==> config.mk <==
export PLATFORM = sky130hd
export DESIGN_NAME = wb_commit_queue_flat
export DESIGN_NICKNAME = d
export VERILOG_FILES = /design/src/rtl/wb_pkg.sv /design/src/rtl/wb_commit_queue_if.sv /design/src/rtl/wb_fifo.sv /design/src/rtl/wb_commit_queue.sv /design/src/flat_wrapper.sv
export SDC_FILE = /design/constraint.sdc
export NUM_CORES = 1
export LEC_CHECK = 0
export BUFFER_PORTS_ARGS = -buffer_cell sky130_fd_sc_hd__buf_2
export CORE_ASPECT_RATIO = 2
export CORE_MARGIN = 2
export CORE_UTILIZATION = 50
export DETAILED_ROUTE_END_ITERATION = 8
export PLACE_DENSITY = 0.77
export SYNTH_ARGS = -nofsm -noshare
export SYNTH_HDL_FRONTEND = slang
export SYNTH_SLANG_ARGS = --single-unit
export TNS_END_PERCENT = 50
==> constraint.sdc <==
create_clock -name clock -period 2.97 [get_ports clock]
set_input_delay 0.297 -clock clock [delete_from_list [all_inputs] [get_ports clock]]
set_output_delay 0.297 -clock clock [all_outputs]
set_load 0.005 [all_outputs]
==> src/rtl/wb_pkg.sv <==
// Shared widths, default depth and the queue entry type for the write-back commit queue.
package wb_pkg;

  localparam int unsigned WB_DEPTH_DEFAULT = 4;
  localparam int unsigned REG_IDX_W        = 5;
  localparam int unsigned XLEN             = 32;

  typedef struct packed {
    logic [REG_IDX_W-1:0] rd;
    logic [XLEN-1:0]      data;
  } wb_entry_t;

endpackage

==> src/rtl/wb_commit_queue_if.sv <==
// Producer, register-file and forwarding signals of the write-back commit queue.
interface wb_commit_queue_if;
  import wb_pkg::*;

  logic                 alu_valid;
  logic [REG_IDX_W-1:0] alu_rd;
  logic [XLEN-1:0]      alu_data;
  logic                 alu_ready;
  logic                 mem_valid;
  logic [REG_IDX_W-1:0] mem_rd;
  logic [XLEN-1:0]      mem_data;
  logic                 mem_ready;
  logic                 drain_hold;
  logic                 regwrite;
  logic [REG_IDX_W-1:0] write_reg;
  logic [XLEN-1:0]      write_data;
  logic [REG_IDX_W-1:0] fwd_rs1;
  logic [REG_IDX_W-1:0] fwd_rs2;
  logic                 fwd_hit1;
  logic                 fwd_hit2;
  logic [XLEN-1:0]      fwd_data1;
  logic [XLEN-1:0]      fwd_data2;

  modport master (
    output alu_valid, alu_rd, alu_data, mem_valid, mem_rd, mem_data,
           drain_hold, fwd_rs1, fwd_rs2,
    input  alu_ready, mem_ready, regwrite, write_reg, write_data,
           fwd_hit1, fwd_hit2, fwd_data1, fwd_data2
  );

  modport slave (
    input  alu_valid, alu_rd, alu_data, mem_valid, mem_rd, mem_data,
           drain_hold, fwd_rs1, fwd_rs2,
    output alu_ready, mem_ready, regwrite, write_reg, write_data,
           fwd_hit1, fwd_hit2, fwd_data1, fwd_data2
  );

endinterface

==> src/rtl/wb_fifo.sv <==
// In-order entry storage with wrapping pointers and occupancy count.
module wb_fifo
  import wb_pkg::*;
#(
  parameter  int unsigned DEPTH = WB_DEPTH_DEFAULT,
  localparam int unsigned PTR_W = $clog2(DEPTH),
  localparam int unsigned CNT_W = PTR_W + 1
) (
  input  logic                  clock,
  input  logic                  reset,
  input  logic                  push,
  input  wb_entry_t             push_entry,
  input  logic                  pop,
  output wb_entry_t             head,
  output wb_entry_t [DEPTH-1:0] entries,
  output logic [PTR_W-1:0]      rd_ptr,
  output logic [CNT_W-1:0]      count,
  output logic                  full,
  output logic                  empty
);

  logic [PTR_W-1:0]      wr_ptr_q;
  logic [PTR_W-1:0]      rd_ptr_q;
  logic [CNT_W-1:0]      count_q;
  wb_entry_t [DEPTH-1:0] mem_q;
  logic                  push_ok;
  logic                  pop_ok;

  // Occupancy guards keep the count inside 0..DEPTH whatever the caller does.
  assign push_ok = push & ~full;
  assign pop_ok  = pop & ~empty;

  always_ff @(posedge clock or posedge reset) begin
    if (reset) begin
      wr_ptr_q <= '0;
      rd_ptr_q <= '0;
      count_q  <= '0;
    end else begin
      if (push_ok) wr_ptr_q <= wr_ptr_q + PTR_W'(1);
      if (pop_ok)  rd_ptr_q <= rd_ptr_q + PTR_W'(1);
      count_q <= count_q + CNT_W'(push_ok) - CNT_W'(pop_ok);
    end
  end

  always_ff @(posedge clock) begin
    if (push_ok) mem_q[wr_ptr_q] <= push_entry;
  end

  assign head    = mem_q[rd_ptr_q];
  assign entries = mem_q;
  assign rd_ptr  = rd_ptr_q;
  assign count   = count_q;
  assign empty   = (count_q == '0);
  assign full    = (count_q == CNT_W'(DEPTH));

endmodule

==> src/rtl/wb_commit_queue.sv <==
// Write-back commit queue: mem/alu arbitration, register-file drive and youngest-match forwarding.
// Forwarding is built only when WB_COMMIT_FWD_EN is defined; otherwise the fwd outputs read 0.
module wb_commit_queue
  import wb_pkg::*;
#(
  parameter  int unsigned DEPTH = WB_DEPTH_DEFAULT,
  localparam int unsigned PTR_W = $clog2(DEPTH),
  localparam int unsigned CNT_W = PTR_W + 1
) (
  input  logic               clock,
  input  logic               reset,
  wb_commit_queue_if.slave   bus,
  output logic [CNT_W-1:0]   count,
  output logic               full,
  output logic               empty
);

  wb_entry_t             push_entry;
  wb_entry_t             head;
  wb_entry_t [DEPTH-1:0] entries;
  logic [PTR_W-1:0]      rd_ptr;
  logic                  push;
  logic                  pop;

  wb_fifo #(.DEPTH(DEPTH)) u_fifo (
    .clock      (clock),
    .reset      (reset),
    .push       (push),
    .push_entry (push_entry),
    .pop        (pop),
    .head       (head),
    .entries    (entries),
    .rd_ptr     (rd_ptr),
    .count      (count),
    .full       (full),
    .empty      (empty)
  );

  // Mem wins; readiness looks only at full so a same-cycle pop never opens a slot.
  always_comb begin
    bus.mem_ready   = bus.mem_valid & ~full & ~reset;
    bus.alu_ready   = bus.alu_valid & ~full & ~bus.mem_valid & ~reset;
    push            = 1'b0;
    push_entry      = '0;
    if (bus.mem_ready) begin
      push            = (bus.mem_rd != '0);
      push_entry.rd   = bus.mem_rd;
      push_entry.data = bus.mem_data;
    end else if (bus.alu_ready) begin
      push            = (bus.alu_rd != '0);
      push_entry.rd   = bus.alu_rd;
      push_entry.data = bus.alu_data;
    end
  end

  // Head drives the register file directly; stale storage is masked while empty.
  always_comb begin
    pop            = ~empty & ~bus.drain_hold;
    bus.regwrite   = pop;
    bus.write_reg  = empty ? '0 : head.rd;
    bus.write_data = empty ? '0 : head.data;
  end

`ifdef WB_COMMIT_FWD_EN
  logic [PTR_W-1:0] idx;

  // Walk oldest to youngest so later matches overwrite earlier ones.
  always_comb begin
    idx           = '0;
    bus.fwd_hit1  = 1'b0;
    bus.fwd_hit2  = 1'b0;
    bus.fwd_data1 = '0;
    bus.fwd_data2 = '0;
    for (int unsigned k = 0; k < DEPTH; k++) begin
      idx = rd_ptr + PTR_W'(k);
      if (CNT_W'(k) < count) begin
        if ((bus.fwd_rs1 != '0) && (entries[idx].rd == bus.fwd_rs1)) begin
          bus.fwd_hit1  = 1'b1;
          bus.fwd_data1 = entries[idx].data;
        end
        if ((bus.fwd_rs2 != '0) && (entries[idx].rd == bus.fwd_rs2)) begin
          bus.fwd_hit2  = 1'b1;
          bus.fwd_data2 = entries[idx].data;
        end
      end
    end
  end
`else
  logic unused_fwd;

  assign unused_fwd    = ^{entries, rd_ptr, bus.fwd_rs1, bus.fwd_rs2};
  assign bus.fwd_hit1  = 1'b0;
  assign bus.fwd_hit2  = 1'b0;
  assign bus.fwd_data1 = '0;
  assign bus.fwd_data2 = '0;
`endif

endmodule

==> src/flat_wrapper.sv <==
// flat-port wrapper written by rule: the top's interface ports become plain ports
module wb_commit_queue_flat import wb_pkg::*;
#(
  parameter  int unsigned DEPTH = WB_DEPTH_DEFAULT,
  localparam int unsigned PTR_W = $clog2(DEPTH),
  localparam int unsigned CNT_W = PTR_W + 1
)
  (clock, reset, count, full, empty, bus_alu_valid, bus_alu_rd, bus_alu_data, bus_mem_valid, bus_mem_rd, bus_mem_data, bus_drain_hold, bus_fwd_rs1, bus_fwd_rs2, bus_alu_ready, bus_mem_ready, bus_regwrite, bus_write_reg, bus_write_data, bus_fwd_hit1, bus_fwd_hit2, bus_fwd_data1, bus_fwd_data2);
  wb_commit_queue_if bus_i ();
  input  logic clock;
  input  logic reset;
  output logic [CNT_W-1:0] count;
  output logic full;
  output logic empty;
  input wire logic [$bits(bus_i.alu_valid)-1:0] bus_alu_valid;
  input wire logic [$bits(bus_i.alu_rd)-1:0] bus_alu_rd;
  input wire logic [$bits(bus_i.alu_data)-1:0] bus_alu_data;
  input wire logic [$bits(bus_i.mem_valid)-1:0] bus_mem_valid;
  input wire logic [$bits(bus_i.mem_rd)-1:0] bus_mem_rd;
  input wire logic [$bits(bus_i.mem_data)-1:0] bus_mem_data;
  input wire logic [$bits(bus_i.drain_hold)-1:0] bus_drain_hold;
  input wire logic [$bits(bus_i.fwd_rs1)-1:0] bus_fwd_rs1;
  input wire logic [$bits(bus_i.fwd_rs2)-1:0] bus_fwd_rs2;
  output wire logic [$bits(bus_i.alu_ready)-1:0] bus_alu_ready;
  output wire logic [$bits(bus_i.mem_ready)-1:0] bus_mem_ready;
  output wire logic [$bits(bus_i.regwrite)-1:0] bus_regwrite;
  output wire logic [$bits(bus_i.write_reg)-1:0] bus_write_reg;
  output wire logic [$bits(bus_i.write_data)-1:0] bus_write_data;
  output wire logic [$bits(bus_i.fwd_hit1)-1:0] bus_fwd_hit1;
  output wire logic [$bits(bus_i.fwd_hit2)-1:0] bus_fwd_hit2;
  output wire logic [$bits(bus_i.fwd_data1)-1:0] bus_fwd_data1;
  output wire logic [$bits(bus_i.fwd_data2)-1:0] bus_fwd_data2;
  assign bus_i.alu_valid = bus_alu_valid;
  assign bus_i.alu_rd = bus_alu_rd;
  assign bus_i.alu_data = bus_alu_data;
  assign bus_i.mem_valid = bus_mem_valid;
  assign bus_i.mem_rd = bus_mem_rd;
  assign bus_i.mem_data = bus_mem_data;
  assign bus_i.drain_hold = bus_drain_hold;
  assign bus_i.fwd_rs1 = bus_fwd_rs1;
  assign bus_i.fwd_rs2 = bus_fwd_rs2;
  assign bus_alu_ready = bus_i.alu_ready;
  assign bus_mem_ready = bus_i.mem_ready;
  assign bus_regwrite = bus_i.regwrite;
  assign bus_write_reg = bus_i.write_reg;
  assign bus_write_data = bus_i.write_data;
  assign bus_fwd_hit1 = bus_i.fwd_hit1;
  assign bus_fwd_hit2 = bus_i.fwd_hit2;
  assign bus_fwd_data1 = bus_i.fwd_data1;
  assign bus_fwd_data2 = bus_i.fwd_data2;
  wb_commit_queue #(.DEPTH(DEPTH)) u_core (.clock(clock), .reset(reset), .bus(bus_i), .count(count), .full(full), .empty(empty));
endmodule
# ---- Yosys cells after proc, flatten, opt, wreduce, memory -nomap -nowiden
# Index checks and enable logic that the tools add are counted.
dict set report totals {
  reg_bits 155
  latchBits 0
  mem_bits_rw 0
  mem_bits_ro 0
  word_cells 47
  memories 0
}
dict set report classes {
  addsub 4
  n_mul 0
  div 0
  order_cmp 3
  n_eq_ne 1
  shifts 0
  muxes 11
  n_bitwise 13
  reduce_logical 4
}
# cell count
set op_table {}
lappend op_table {{$bwmux 148} 1}
lappend op_table {{$mux 37} 4}
lappend op_table {{$bmux 37 s2} 1}
lappend op_table {{$demux 37 s2} 1}
lappend op_table {{$mux 32} 1}
lappend op_table {{$reduce_bool 5->1} 2}
lappend op_table {{$and 1x1->1} 8}
lappend op_table {{$lt 2x3->1 const B} 2}
lappend op_table {{$mux 5} 1}
lappend op_table {{$not 1->1} 5}
lappend op_table {{$add 2x1->2 const B} 2}
lappend op_table {{$add 3x1->3} 1}
lappend op_table {{$eq 3x3->1 const B} 1}
lappend op_table {{$logic_not 3->1} 1}
lappend op_table {{$sub 3x1->3} 1}
lappend op_table {{$ge 2x1->1 const B} 1}
lappend op_table {{$mux 1} 2}
lappend op_table {{$logic_and 1x1->1} 1}

# ---- Logic depth before layout (Yosys ltp)
# Gate-level depths: netlist (run 1).
dict set report depth {
  ltp_word 10
  ltp_mapped 10
  depth_no_buf 10
}

# ---- Hierarchy
# A second synthesis (run 1) with hierarchy kept.
dict set report unflattened {
  hier_cells 397
  area_unflattened_um2 6980.4
}
# mod instances cells_each area_each_um2
set modules_own_cells {}
lappend modules_own_cells {wb_fifo 1 236 5804.3}
lappend modules_own_cells {wb_commit_queue 1 161 1176.1}

# ---- Least setup slack after synthesis (run 1)
# OpenSTA, ideal clock, no wires.
dict set report synth_timing {
  path_type {register -> register}
  startpoint {register u_core.u_fifo.count_q[1], in the netlist u_core.u_fifo.count[1]}
  endpoint {register u_core.u_fifo.count_q[2], in the netlist u_core.u_fifo.count[2]}
  setup_time_ns 0.124
  t_arrival_ns 2.275
  required_ns 2.846
  slack_ns 0.571
  stages_incl_launch_ff 10
  n_path_buf 1
  period_less_slack_ns 2.399
  path_cell_list {dfrtp_1 > nor3_1 > clkbuf_1 > nor2_1 > ha_1 > inv_1 > ha_1 > fa_1 > xor2_1 > xnor2_1}
}
# item line_no
set synth_lines {}
lappend synth_lines {{from (decl)} wb_fifo.sv:24} ;# logic [CNT_W-1:0] count_q;
lappend synth_lines {{from (signal assigned)} wb_fifo.sv:41} ;# count_q <= count_q + CNT_W'(push_ok) - CNT_W'(pop_ok);
lappend synth_lines {{$logic_not 3->1} wb_fifo.sv:53} ;# assign empty = (count_q == '0);
lappend synth_lines {{$not 1->1} wb_commit_queue.sv:58} ;# pop = ~empty & ~bus.drain_hold;
lappend synth_lines {{$and 1x1->1} wb_commit_queue.sv:58}
lappend synth_lines {{named net bus_regwrite} flat_wrapper.sv:26} ;# output wire logic [$bits(bus_i.regwrite)-1:0] bus_regwrite;
lappend synth_lines {{$and 1x1->1} wb_fifo.sv:31} ;# assign pop_ok = pop & ~empty;
lappend synth_lines {{$sub 3x1->3} wb_fifo.sv:41}
# The timed path passes the listed nets, and every way through them passes these cells.
# A chain may end at the register's enable or synchronous reset.

# ---- Final worst setup path (run 1)
dict set report layout_timing {
  startpoint {register u_core.u_fifo.count_q[2], in the netlist u_core.u_fifo.count[2]}
  endpoint {register u_core.u_fifo.count_q[2], in the netlist u_core.u_fifo.count[2]}
}
dict set report layout_between {
  elab_chain_cells 10
}
# item line_no
set layout_rtl {}
lappend layout_rtl {{$eq 3x3->1} wb_fifo.sv:54} ;# assign full = (count_q == CNT_W'(DEPTH));
lappend layout_rtl {{$not 1->1} {wb_fifo.sv:30, wb_commit_queue.sv:41, wb_commit_queue.sv:42}}
lappend layout_rtl {{$and 1x1->1 (3 in series)} wb_commit_queue.sv:42} ;# bus.alu_ready = bus.alu_valid & ~full & ~bus.mem_valid & ~reset;
lappend layout_rtl {{$mux 1} wb_commit_queue.sv:49} ;# end else if (bus.alu_ready) begin
lappend layout_rtl {{$mux 1} wb_commit_queue.sv:45} ;# if (bus.mem_ready) begin
lappend layout_rtl {{$and 1x1->1} wb_fifo.sv:30} ;# assign push_ok = push & ~full;
lappend layout_rtl {{$add 3x1->3} wb_fifo.sv:41}
lappend layout_rtl {{$sub 3x1->3 (*)} wb_fifo.sv:41}
# Mark *: on every way between the ends. The rest lies on a longest branch, timed or not.

==> impl_metrics.py, run 1 <==
metrics = {
    "timing": {
        "max_freq_mhz": 418.4,
        "whs_ns": 0.2243,
        "rsz0062_at_grt": "false",
        "clock_skew_ns": 0.009170,
        "timing.final.hold_violations": 0,
        "setup_tns_ns": 0,
        "fin_crit_sh": 0.8048,
        "worst_pin_slew_ns": 1.044,
        "final-setup-viol-count": 0,
        "slew_violations": 0,
        "slew_headroom": 0.3040,
        "layout_min_cycle_time_ns": 2.390,
        "final.setup.worst_slack_ns": 0.5798,
    },
    "critical_path": {
        "reg2reg_to": "u_core.u_fifo.count[2]",
        "r2r_slack_ns": 0.58,
        "startpoint_type": "flop",
        "endpoint_kind": "flop",
        "crit_family": "adder cells",
        "path_cells": "nor3b_4 > nor4b_4 > a22o_4 > inv_1 > ha_1 > inv_1 > ha_1 > fa_1 > xor2_1 > xnor2_1",
        "path_max_fanout": 7,
        "path_buf_inv": 2,
        "crit_type": "flop to flop",
        "required_ns": 3.27,
        "worst_r2r_path_depth": 10,
        "crit_arrival_ns": 2.69,
        "critPathSlowestCell": "dfrtp_1",
        "max_stage_delay_ns": 0.42,
        "r2r_start": "u_core.u_fifo.count[2]",
    },
    "worst_hold_path": {
        "holdPathStages": 4,
        "min_path_type": "input port to flop",
        "worstHoldEndpoint": "u_core.u_fifo.rd_ptr[1]",
        "hp-start": "bus_drain_hold",
    },
    "pwr": {
        "switching_share": 0.2805,
        "internal_power_mw": 5.332,
        "power.leakage_nw": 3.119,
        "pwr-share-seq": 0.406,
        "p_per_area_nw_per_um2": 917.7,
        "p_sw_mw": 2.079,
        "combPwrFrac": 0.303,
        "vdd_drop_max_mv": 0.7555,
        "p_clk_frac": 0.291,
    },
    "placed_design": {
        "io_buffers": 123,
        "hpwl_mm": 7.411,
        "post-place-ws_ns": 0.5859,
        "gp_congestion": 0.7011,
    },
    "global_route": {
        "grt_usage": 0.1713,
        "antenna_found_initial": 0,
        "grt_first_pass_wirelength_mm": 18.66,
        "grt_max_degree": 39,
        "overflow": 0,
        "grt_pass1_vias": 3510,
    },
    "synth": {
        "muxShareOfSynthArea": 0.1222,
        "yosysTopAreaCell": "edfxtp_1",
        "synth_seq_cells": 155,
        "synth-edff-count": 148,
        "ys_top_cells_by_area": "edfxtp_1 64%, mux4_2 12%, buf_4 7.7%",
        "synth_top_family_by_area": "multiplexers",
        "synth_warnings": 0,
        "synthArstFlopShare": 0.04516,
        "ys_seq_area_frac": 0.6653,
        "avgSynthCellArea_um2": 17.80,
        "syn-cell-area_um2": 6943,
        "synth_flop_cell": "edfxtp_1",
        "synthSimpleGateAreaFrac": 0.05028,
        "synth_compound_area_frac": 0.04920,
        "synth_top_area_frac": 0.6401,
        "yosysUniqueCellTypes": 24,
        "synth-adder-area-share": 0.01370,
        "synth_xor_area_frac": 0.006307,
        "synth_cells": 390,
    },
    "drt": {
        "drc": 0,
        "wl_per_cell_um": 17.99,
        "detail_route.first_pass.iterations": 4,
        "drtIter0Drc": 221,
        "via_per_inst": 5.224,
        "drt_wl_total_mm": 12.37,
        "antenna_left": 0,
        "via_count": 3594,
    },
    "clocking": {
        "clk_pin_slew_worst_paths_ns": 0.06,
        "clock_latency_ns": 0.41,
        "numCtsBuffers": 17,
        "htreeDepth": 4,
        "cts_tree": "done",
        "cts-root-buf": "clkbuf_16",
        "cts.sinks": 155,
        "clk_path_buf_depth": 2,
        "postCtsResizedCells": 0,
    },
    "floorplanning": {
        "start_util": 0.5054,
        "die_area_um2": 14900,
        "io_pins": 200,
        "core-area_um2": 13740,
        "die_y_um": 170.7,
        "fp-row-count": 61,
        "die_x_um": 87.33,
    },
    "cells_and_area": {
        "fin_util": 0.5878,
        "drive_gt1_frac": 0.3936,
        "nets": 615,
        "num_antenna_cells": 0,
        "multi_input_comb_area_um2": 1942,
        "seq_area_um2": 4622,
        "num-fill-cells": 1017,
        "syn_to_final_growth_pct": 16.31,
    },
    "run_status": {
        "status": "complete, no violations",
    },
    "run": {
        "maxCapViolations": 0,
    },
}
## flip-flops by register name, indices dropped and copies added (netlist names)
register	flops
u_core.u_fifo.count	3
u_core.u_fifo.entries	148
u_core.u_fifo.rd_ptr	2
u_core.u_fifo.wr_ptr_q	2
## stage by stage
step / cell area [um^2] / std cells / total power, mW
floorplan: 7187 / 455 / 4.568
global placement: 7467 / 656 / 5.289
detailed placement: 7467 / 656 / 5.345
CTS: 8075 / 688 / 7.519
global route: 8075 / 688 / 7.821
finish: 8075 / 688 / 7.410
## layout by cell type, fill, tap and decap left out, types with 3 or more instances in the layout
master / count
xnor2_1: 3
clkinvlp_4: 4
nor2_1: 3
edfxtp_1: 148
clkbuf_16: 17
ha_1: 6
clkinv_4: 3
buf_2: 123
dfrtp_1: 5
nand2_1: 3
inv_1: 7
bufinv_16: 3
and2_2: 4
buf_4: 6
mux4_2: 37
a22o_1: 37
conb_1: 66
nor2b_1: 37
## layout make-up
type                            count  share of cell area
Multi-Input combinational cell    207              0.2405
Timing Repair Buffer              131             0.08553
Clock inverter                     14             0.02138
Clock buffer                       17             0.05268
Inverter                            7            0.003254
Sequential cell                   155              0.5724
Tap cell                          157             0.02433
## routing by layer
layer | vias to the layer above | wire [um] | global-route usage
met1 | 1828 | 5224 | 0.2188
met4 | 0 | 127 | 0.05017
met3 | 11 | 570 | 0.04342
met2 | 120 | 6451 | 0.2875
met5 | - | 0 | 0
li1 | 1635 | - | -
## cells in the mapped netlist (4+ instances only)
| cell | instances |
|---|---|
| edfxtp_1 | 148 |
| buf_4 | 71 |
| a22o_1 | 37 |
| mux4_2 | 37 |
| nor2b_1 | 37 |
| buf_2 | 9 |
| dfrtp_1 | 7 |
| inv_1 | 7 |
| ha_1 | 6 |
| and2_1 | 4 |
| clkbuf_1 | 4 |
## repair_timing
action	CTS	global route
hold buffers	1	0
setup buffers	0	0
endpoints found under the hold margin	7	0
## cell families (layout without fill, tap and decap cells)
kind of cell | after synthesis | in the layout
buffers and inverters | 93 | 169
other | 1 | 66
and+or+nand+nor | 53 | 53
AOI/OAI and AO/OA | 38 | 38
xor gates and xnor gates | 5 | 5
DFF | 155 | 155
adders and majority gates | 7 | 7
muxes | 38 | 38
## how the worst max path moves through the flow
stage | from | end | slack (ns) | cells after the start
final | u_core.u_fifo.count[2] | u_core.u_fifo.count[2] | 0.58 | 10
after global routing | u_core.u_fifo.count[2] | u_core.u_fifo.count[2] | 0.41 | 10
after CTS | u_core.u_fifo.rd_ptr[1] | bus_write_data[10] | 0.55 | 4
after detailed placement | u_core.u_fifo.count[2] | u_core.u_fifo.count[2] | 0.59 | 10
after global placement | u_core.u_fifo.count[2] | u_core.u_fifo.count[2] | 0.62 | 10
after floorplan | u_core.u_fifo.count[1] | u_core.u_fifo.count[2] | 0.57 | 9
## tightest hold or removal path, delay by kind of cell
family | cells | cell delay (ns)
xor gates and xnor gates | 1 | 0.06
buffers and inverters | 1 | 0.08
and+or+nand+nor | 2 | 0.17
## power groups by stage
stage | sequential (mW) | combinational (mW) | clock (mW)
floorplan | 2.96 | 1.61 | 0
global placement | 3.04 | 2.25 | 0
detailed placement | 3.06 | 2.29 | 0
CTS | 3.02 | 2.30 | 2.19
global route | 3.05 | 2.48 | 2.29
finish | 3.01 | 2.24 | 2.16
No activity file was read; power rests on OpenSTA's default activity.
==> run 2, diff against run 1 <==
- ABC_AREA: not set -> 1
- CORE_UTILIZATION: 50 -> 47
- PLACE_DENSITY: 0.77 -> 0.76
- clock period: 2.97 -> 2.1 ns (I/O delays scaled with it)
==> run 2 against run 1 <==
  * First-iteration DRC count rose by 38%
  * Hold slack worse by 0.077 ns
  * Final cell count is 39% higher
  * Non-clock buffer count is 18 higher
  * Critical path depth decreased by 5
  * Clock-buffer cell count unchanged
  * Sequential power increased by 43%
  * Register-to-register slack lost 0.51 ns
  * Total power up 60%
  * Global-route usage rose by 1.8 points
  * Via count increased by 33%
  * Largest power group is now combinational cells
==> impl_metrics.py, run 2 <==
metrics = {
    "synth": {
        "yosysMostFrequentCell": "nor2_1",
        "synth_warnings": 0,
        "synth_seq_cells": 155,
        "syn-cell-area_um2": 7152,
        "yosysTopAreaCell": "edfxtp_1",
        "synth_top_area_frac": 0.6214,
        "synth_commonest_cells": "159 x nor2_1, 148 x edfxtp_1, 72 x buf_4, 50 x o21ai_1, 37 x a21oi_1",
        "yosysUniqueCellTypes": 27,
        "avgSynthCellArea_um2": 11.67,
        "synth_cells": 613,
        "synth_flop_cell": "edfxtp_1",
        "ys_seq_area_frac": 0.6459,
        "synthArstFlopShare": 0.04516,
        "synth-edff-count": 148,
        "ys_top_cells_by_area": "edfxtp_1 62%, nor2_1 8.3%, buf_4 7.6%",
    },
    "run_status": {
        "status": "complete, no violations",
    },
    "cells_and_area": {
        "syn_to_final_growth_pct": 19.02,
        "final_cells": 953,
        "drive_gt1_frac": 0.2665,
        "nets": 841,
        "largest_reg_flops": 148,
        "final_common_cell": "nor2_1",
        "layout_common_cells": "155 x nor2_1, 148 x edfxtp_1, 123 x buf_2",
        "num_antenna_cells": 0,
    },
    "clocking": {
        "clock_latency_ns": 0.42,
        "clk_pin_slew_worst_paths_ns": 0.06,
        "post_cts_buffers": 0,
        "clk_path_buf_depth": 2,
        "numCtsBuffers": 17,
        "cts.sinks": 155,
        "htreeDepth": 4,
        "cts_tree": "done",
        "cts-root-buf": "clkbuf_16",
    },
    "global_route": {
        "grt_usage": 0.1897,
        "grt_max_degree": 59,
        "overflow": 0,
        "grt_pass1_vias": 4716,
        "grt_first_pass_wirelength_mm": 23.25,
        "antenna_found_initial": 0,
    },
    "critical_path": {
        "endpoint_kind": "output pin",
        "required_ns": 1.89,
        "path_max_fanout": 38,
        "startpoint_type": "flop",
        "crit_type": "flop to output pin",
        "crit_arrival_ns": 1.83,
    },
    "placed_design": {
        "gp_congestion": 0.7414,
        "hpwl_mm": 9.798,
        "io_buffers": 123,
        "placedCellCount": 921,
    },
    "drt": {
        "via_count": 4769,
        "wl_per_cell_um": 16.06,
        "drc": 0,
        "drtIter0Drc": 305,
        "drt_wl_total_mm": 15.30,
        "via_per_inst": 5.004,
        "antenna_left": 0,
        "detail_route.first_pass.iterations": 5,
    },
    "floorplanning": {
        "core-area_um2": 14820,
        "fp-row-count": 63,
        "die_x_um": 91.23,
        "die_y_um": 178.5,
        "die_area_um2": 16280,
        "io_pins": 200,
        "start_util": 0.4826,
    },
    "run": {
        "maxCapViolations": 0,
    },
    "timing": {
        "fin_crit_sh": 0.9709,
        "timing.final.hold_violations": 0,
        "slew_violations": 0,
        "layout_min_cycle_time_ns": 2.039,
        "setup_tns_ns": 0,
        "final-setup-viol-count": 0,
        "max_freq_mhz": 490.4,
        "clock_skew_ns": 0.007687,
        "rsz0062_at_grt": "true",
    },
    "pwr": {
        "pwr-share-seq": 0.362,
        "combPwrFrac": 0.367,
        "p_sw_mw": 4.068,
        "p_clk_frac": 0.271,
        "power.leakage_nw": 3.404,
        "switching_share": 0.3430,
        "p_per_area_nw_per_um2": 1394,
        "internal_power_mw": 7.794,
        "vdd_drop_max_mv": 1.134,
    },
    "worst_hold_path": {
        "min_path_type": "input port to flop",
    },
}
run 2: layer usage:
layer / vias to the layer above / global-route usage / share of wire
met5: - / 0 / 0
met1: 2289 / 0.1867 / 0.35
met2: 178 / 0.3701 / 0.58
met4: 0 / 0.08523 / 0.020
li1: 2283 / - / -
met3: 19 / 0.04225 / 0.053
run 2: timing repair:
action                     4_1_cts  5_1_grt
setup endpoints to repair       14        8
resized for setup                2        9
hold buffers                     1        0
hold endpoints to repair         7        0
pin swaps                        0        2
run 2: cells by family after synthesis:
kind of cell | count (synthesis) | share of synthesized area
simple gates | 178 | 0.1001
flops | 155 | 0.6459
compound gates | 148 | 0.1225
buf+inv | 120 | 0.1128
fa+ha+maj | 7 | 0.01330
xor+xnor | 4 | 0.004899
other cells | 1 | 0.0005243
run 2: stage by stage:
stage / total power [mW] / util / hold WS (ns) / worst slack (ns) / area [um^2]
after detailed placement: 8.684 / 0.5285 / 0.1996 / 0.02485 / 7833
after global routing: 12.60 / 0.5744 / 0.1405 / -0.03597 / 8512
after floorplan: 7.064 / - / -0.02072 / -0.2070 / 7406
after global placement: 8.581 / 0.5285 / 0.1958 / 0.1012 / 7833
final: 11.86 / 0.5744 / 0.1476 / 0.06102 / 8512
after CTS: 11.94 / 0.5726 / 0.1289 / 0.003668 / 8486
run 2: critical path, stage by stage, from the launching register on:
cell	delay [ns]
dfrtp_1	0.42
buf_4	0.17
nor3_4	0.15
buf_6	0.36
a21oi_1	0.15
buf_2	0.16
run 2: area by class of cell:
| type | count | area [um^2] |
|---|---|---|
| fillers | 1239 | 6307 |
| flip-flops and latches | 155 | 4623 |
| multi-input cells | 403 | 2028 |
| repair buffers | 149 | 904.6 |
| clock buffers | 17 | 425.4 |
| well taps | 195 | 244.0 |
| clock inverters | 15 | 210.2 |
| inverters | 19 | 76.32 |
run 2: final timing paths:
| kind | from | endpoint | slack, ns | cells past startpoint |
|---|---|---|---|---|
| setup / recovery | u_core.u_fifo.count[0] | bus_write_data[23] | 0.06 | 5 |
| hold / removal | bus_drain_hold | u_core.u_fifo.rd_ptr[0] | 0.15 | 3 |
| setup reg to reg | u_core.u_fifo.count[1] | u_core.u_fifo.count[2] | 0.07 | 10 |
| hold reg to reg | u_core.u_fifo.wr_ptr_q[0] | u_core.u_fifo.wr_ptr_q[0] | 0.62 | 2 |
| max in group asynchronous | reset | u_core.u_fifo.rd_ptr[0] | 1.63 | 4 |
| min in group asynchronous | reset | u_core.u_fifo.wr_ptr_q[0] | 0.33 | 4 |
run 2: power by group through the flow:
stage / Clock [mW] / Combinational, mW / Sequential [mW]
after global routing: 3.36 / 4.90 / 4.35
final: 3.21 / 4.36 / 4.30
after detailed placement: 0 / 4.35 / 4.33
after CTS: 3.25 / 4.41 / 4.28
after global placement: 0 / 4.27 / 4.31
after floorplan: 0 / 2.76 / 4.30
==> run 3, diff against run 2 <==
- CORE_UTILIZATION: 47 -> 50
- CTS_CLUSTER_DIAMETER: not set -> 50
- PLACE_DENSITY: 0.76 -> 0.77
- RECOVER_POWER: not set -> 100
- clock period: 2.1 -> 1.9 ns (I/O delays scaled with it)
==> run 3 against run 2 <==
  * The flow now finishes with violations (setup timing)
  * Register-to-register slack got worse by 0.12 ns
  * Critical path depth rose by 1
  * Core utilization increased by 6.0 points
  * Critical path type unchanged
  * Critical endpoint is now bus_write_data[9]
==> impl_metrics.py, run 3 (synthesized netlist as in run 2, its figures left out) <==
metrics = {
    "clocking": {
        "cts_tree": "done",
        "cts.sinks": 155,
        "cts-root-buf": "clkbuf_16",
        "clock_latency_ns": 0.43,
        "numCtsBuffers": 17,
        "clk_path_buf_depth": 2,
        "clk_pin_slew_worst_paths_ns": 0.06,
        "htreeDepth": 4,
    },
    "critical_path": {
        "crit_family": "buffers and inverters",
        "path_max_fanout": 9,
        "crit_start": "u_core.u_fifo.count[1]",
        "crit_top_cell": "buf_6",
        "crit_type": "flop to output pin",
        "path_cells": "buf_6 > nor3_4 > buf_6 > clkbuf_16 > a21oi_2 > buf_2",
        "critPathSlowestCell": "dfrtp_1",
        "max_stage_delay_ns": 0.42,
        "r2r_start": "u_core.u_fifo.count[0]",
        "startpoint_type": "flop",
        "crit_arrival_ns": 1.78,
        "endpoint_kind": "output pin",
        "path_buf_inv": 4,
        "required_ns": 1.71,
    },
    "timing": {
        "max_freq_mhz": 507.4,
        "layout_min_cycle_time_ns": 1.971,
        "rsz0062_at_grt": "true",
        "final-setup-viol-count": 39,
        "slew_violations": 0,
        "timing.final.hold_violations": 0,
        "clock_skew_ns": 0.006811,
        "fin_crit_sh": 1.037,
        "final.setup.worst_slack_ns": -0.07094,
    },
    "placed_design": {
        "io_buffers": 123,
        "hpwl_mm": 10.13,
        "post-place-ws_ns": -0.1679,
        "gp_congestion": 0.7460,
        "place_area_um2": 7900,
    },
    "pwr": {
        "p_per_area_nw_per_um2": 1578,
        "vdd_drop_max_mv": 1.267,
        "power.leakage_nw": 3.521,
        "finalPower_mw": 13.98,
    },
    "global_route": {
        "antenna_found_initial": 1,
        "grt_pass1_vias": 5159,
        "grt_first_pass_wirelength_mm": 25.94,
        "grt_max_degree": 38,
        "grt_usage": 0.2301,
        "overflow": 0,
    },
    "cells_and_area": {
        "drive_gt1_frac": 0.3127,
        "num_antenna_cells": 0,
        "num-fill-cells": 1043,
        "fin_area_um2": 8860,
        "largest_reg_flops": 148,
        "syn_to_final_growth_pct": 23.88,
        "layout_common_cells": "148 x nor2_1, 148 x edfxtp_1, 122 x buf_2",
        "nets": 860,
        "fin_util": 0.6343,
    },
    "floorplanning": {
        "die_x_um": 88.57,
        "start_util": 0.5120,
        "io_pins": 200,
        "fp-row-count": 61,
        "die_area_um2": 15330,
        "core-area_um2": 13970,
        "die_y_um": 173.1,
    },
    "worst_hold_path": {
        "min_path_type": "input port to flop",
        "hp-start": "bus_alu_data[15]",
    },
    "drt": {
        "detail_route.first_pass.iterations": 5,
        "via_per_inst": 5.305,
        "drc": 0,
        "drt_wl_total_mm": 17.55,
        "via_count": 5125,
        "wl_per_cell_um": 18.17,
        "drtIter0Drc": 358,
        "antenna_left": 0,
    },
    "run_status": {
        "violations": "setup timing",
        "status": "finished, violations left",
    },
    "run": {
        "maxCapViolations": 0,
    },
}
==> run 3: what timing repair did <==
| action | CTS | global route |
|---|---|---|
| gates resized for setup | 39 | 18 |
| hold buffers | 1 | 0 |
| endpoints found under the hold margin | 7 | 0 |
| buffers inserted | 8 | 1 |
| gates cloned | 4 | 2 |
| setup endpoints to repair | 42 | 41 |
| pin swaps | 15 | 9 |
==> run 3: worst paths after layout <==
| check | depth (start not counted) | slack (ns) | to |
|---|---|---|---|
| setup / recovery | 6 | -0.07 | bus_write_data[9] |
| hold / removal | 2 | 0.13 | u_core.u_fifo.entries[52] |
| setup reg to reg | 10 | -0.05 | u_core.u_fifo.count[2] |
| hold reg to reg | 2 | 0.62 | u_core.u_fifo.wr_ptr_q[1] |
| max in group asynchronous | 4 | 1.13 | u_core.u_fifo.rd_ptr[1] |
| min in group asynchronous | 4 | 0.40 | u_core.u_fifo.count[0] |
==> run 3: metal layers <==
layer  global-route usage  wire (um)  up-vias
li1                     -          -     2324
met1               0.2413       5814     2435
met2               0.4126       9755      311
met3              0.05537       1264       53
met4               0.1136        703        2
met5                    0         13        -
==> run 3: area by class of cell <==
class,instances,area (um^2),area share
flip-flops and latches,155,4623,0.5218
repair buffers,168,1211,0.1367
well taps,189,236.5,0.02669
inverters,19,96.34,0.01087
clock inverters,13,132.6,0.01497
clock buffers,19,432.9,0.04886
multi-input cells,403,2127,0.2401
==> run 3: metrics by stage <==
step	std cells	hold WS, ns	setup TNS [ns]
after global placement	920	0.1764	-0.04994
after floorplan	678	-0.04072	-60.47
after CTS	965	0.1212	-0.8573
after global routing	966	0.1294	-4.125
after detailed placement	920	0.1845	-0.2238
final	966	0.1333	-1.456
==> run 3: power by group <==
part	switching, mW	leakage, nW	total, mW	internal [mW]
clock	1.40	0.264	3.23	1.83
sequential	0.235	1.47	4.75	4.52
combinational	3.46	1.79	5.99	2.54
total	5.10	3.52	14.0	8.89
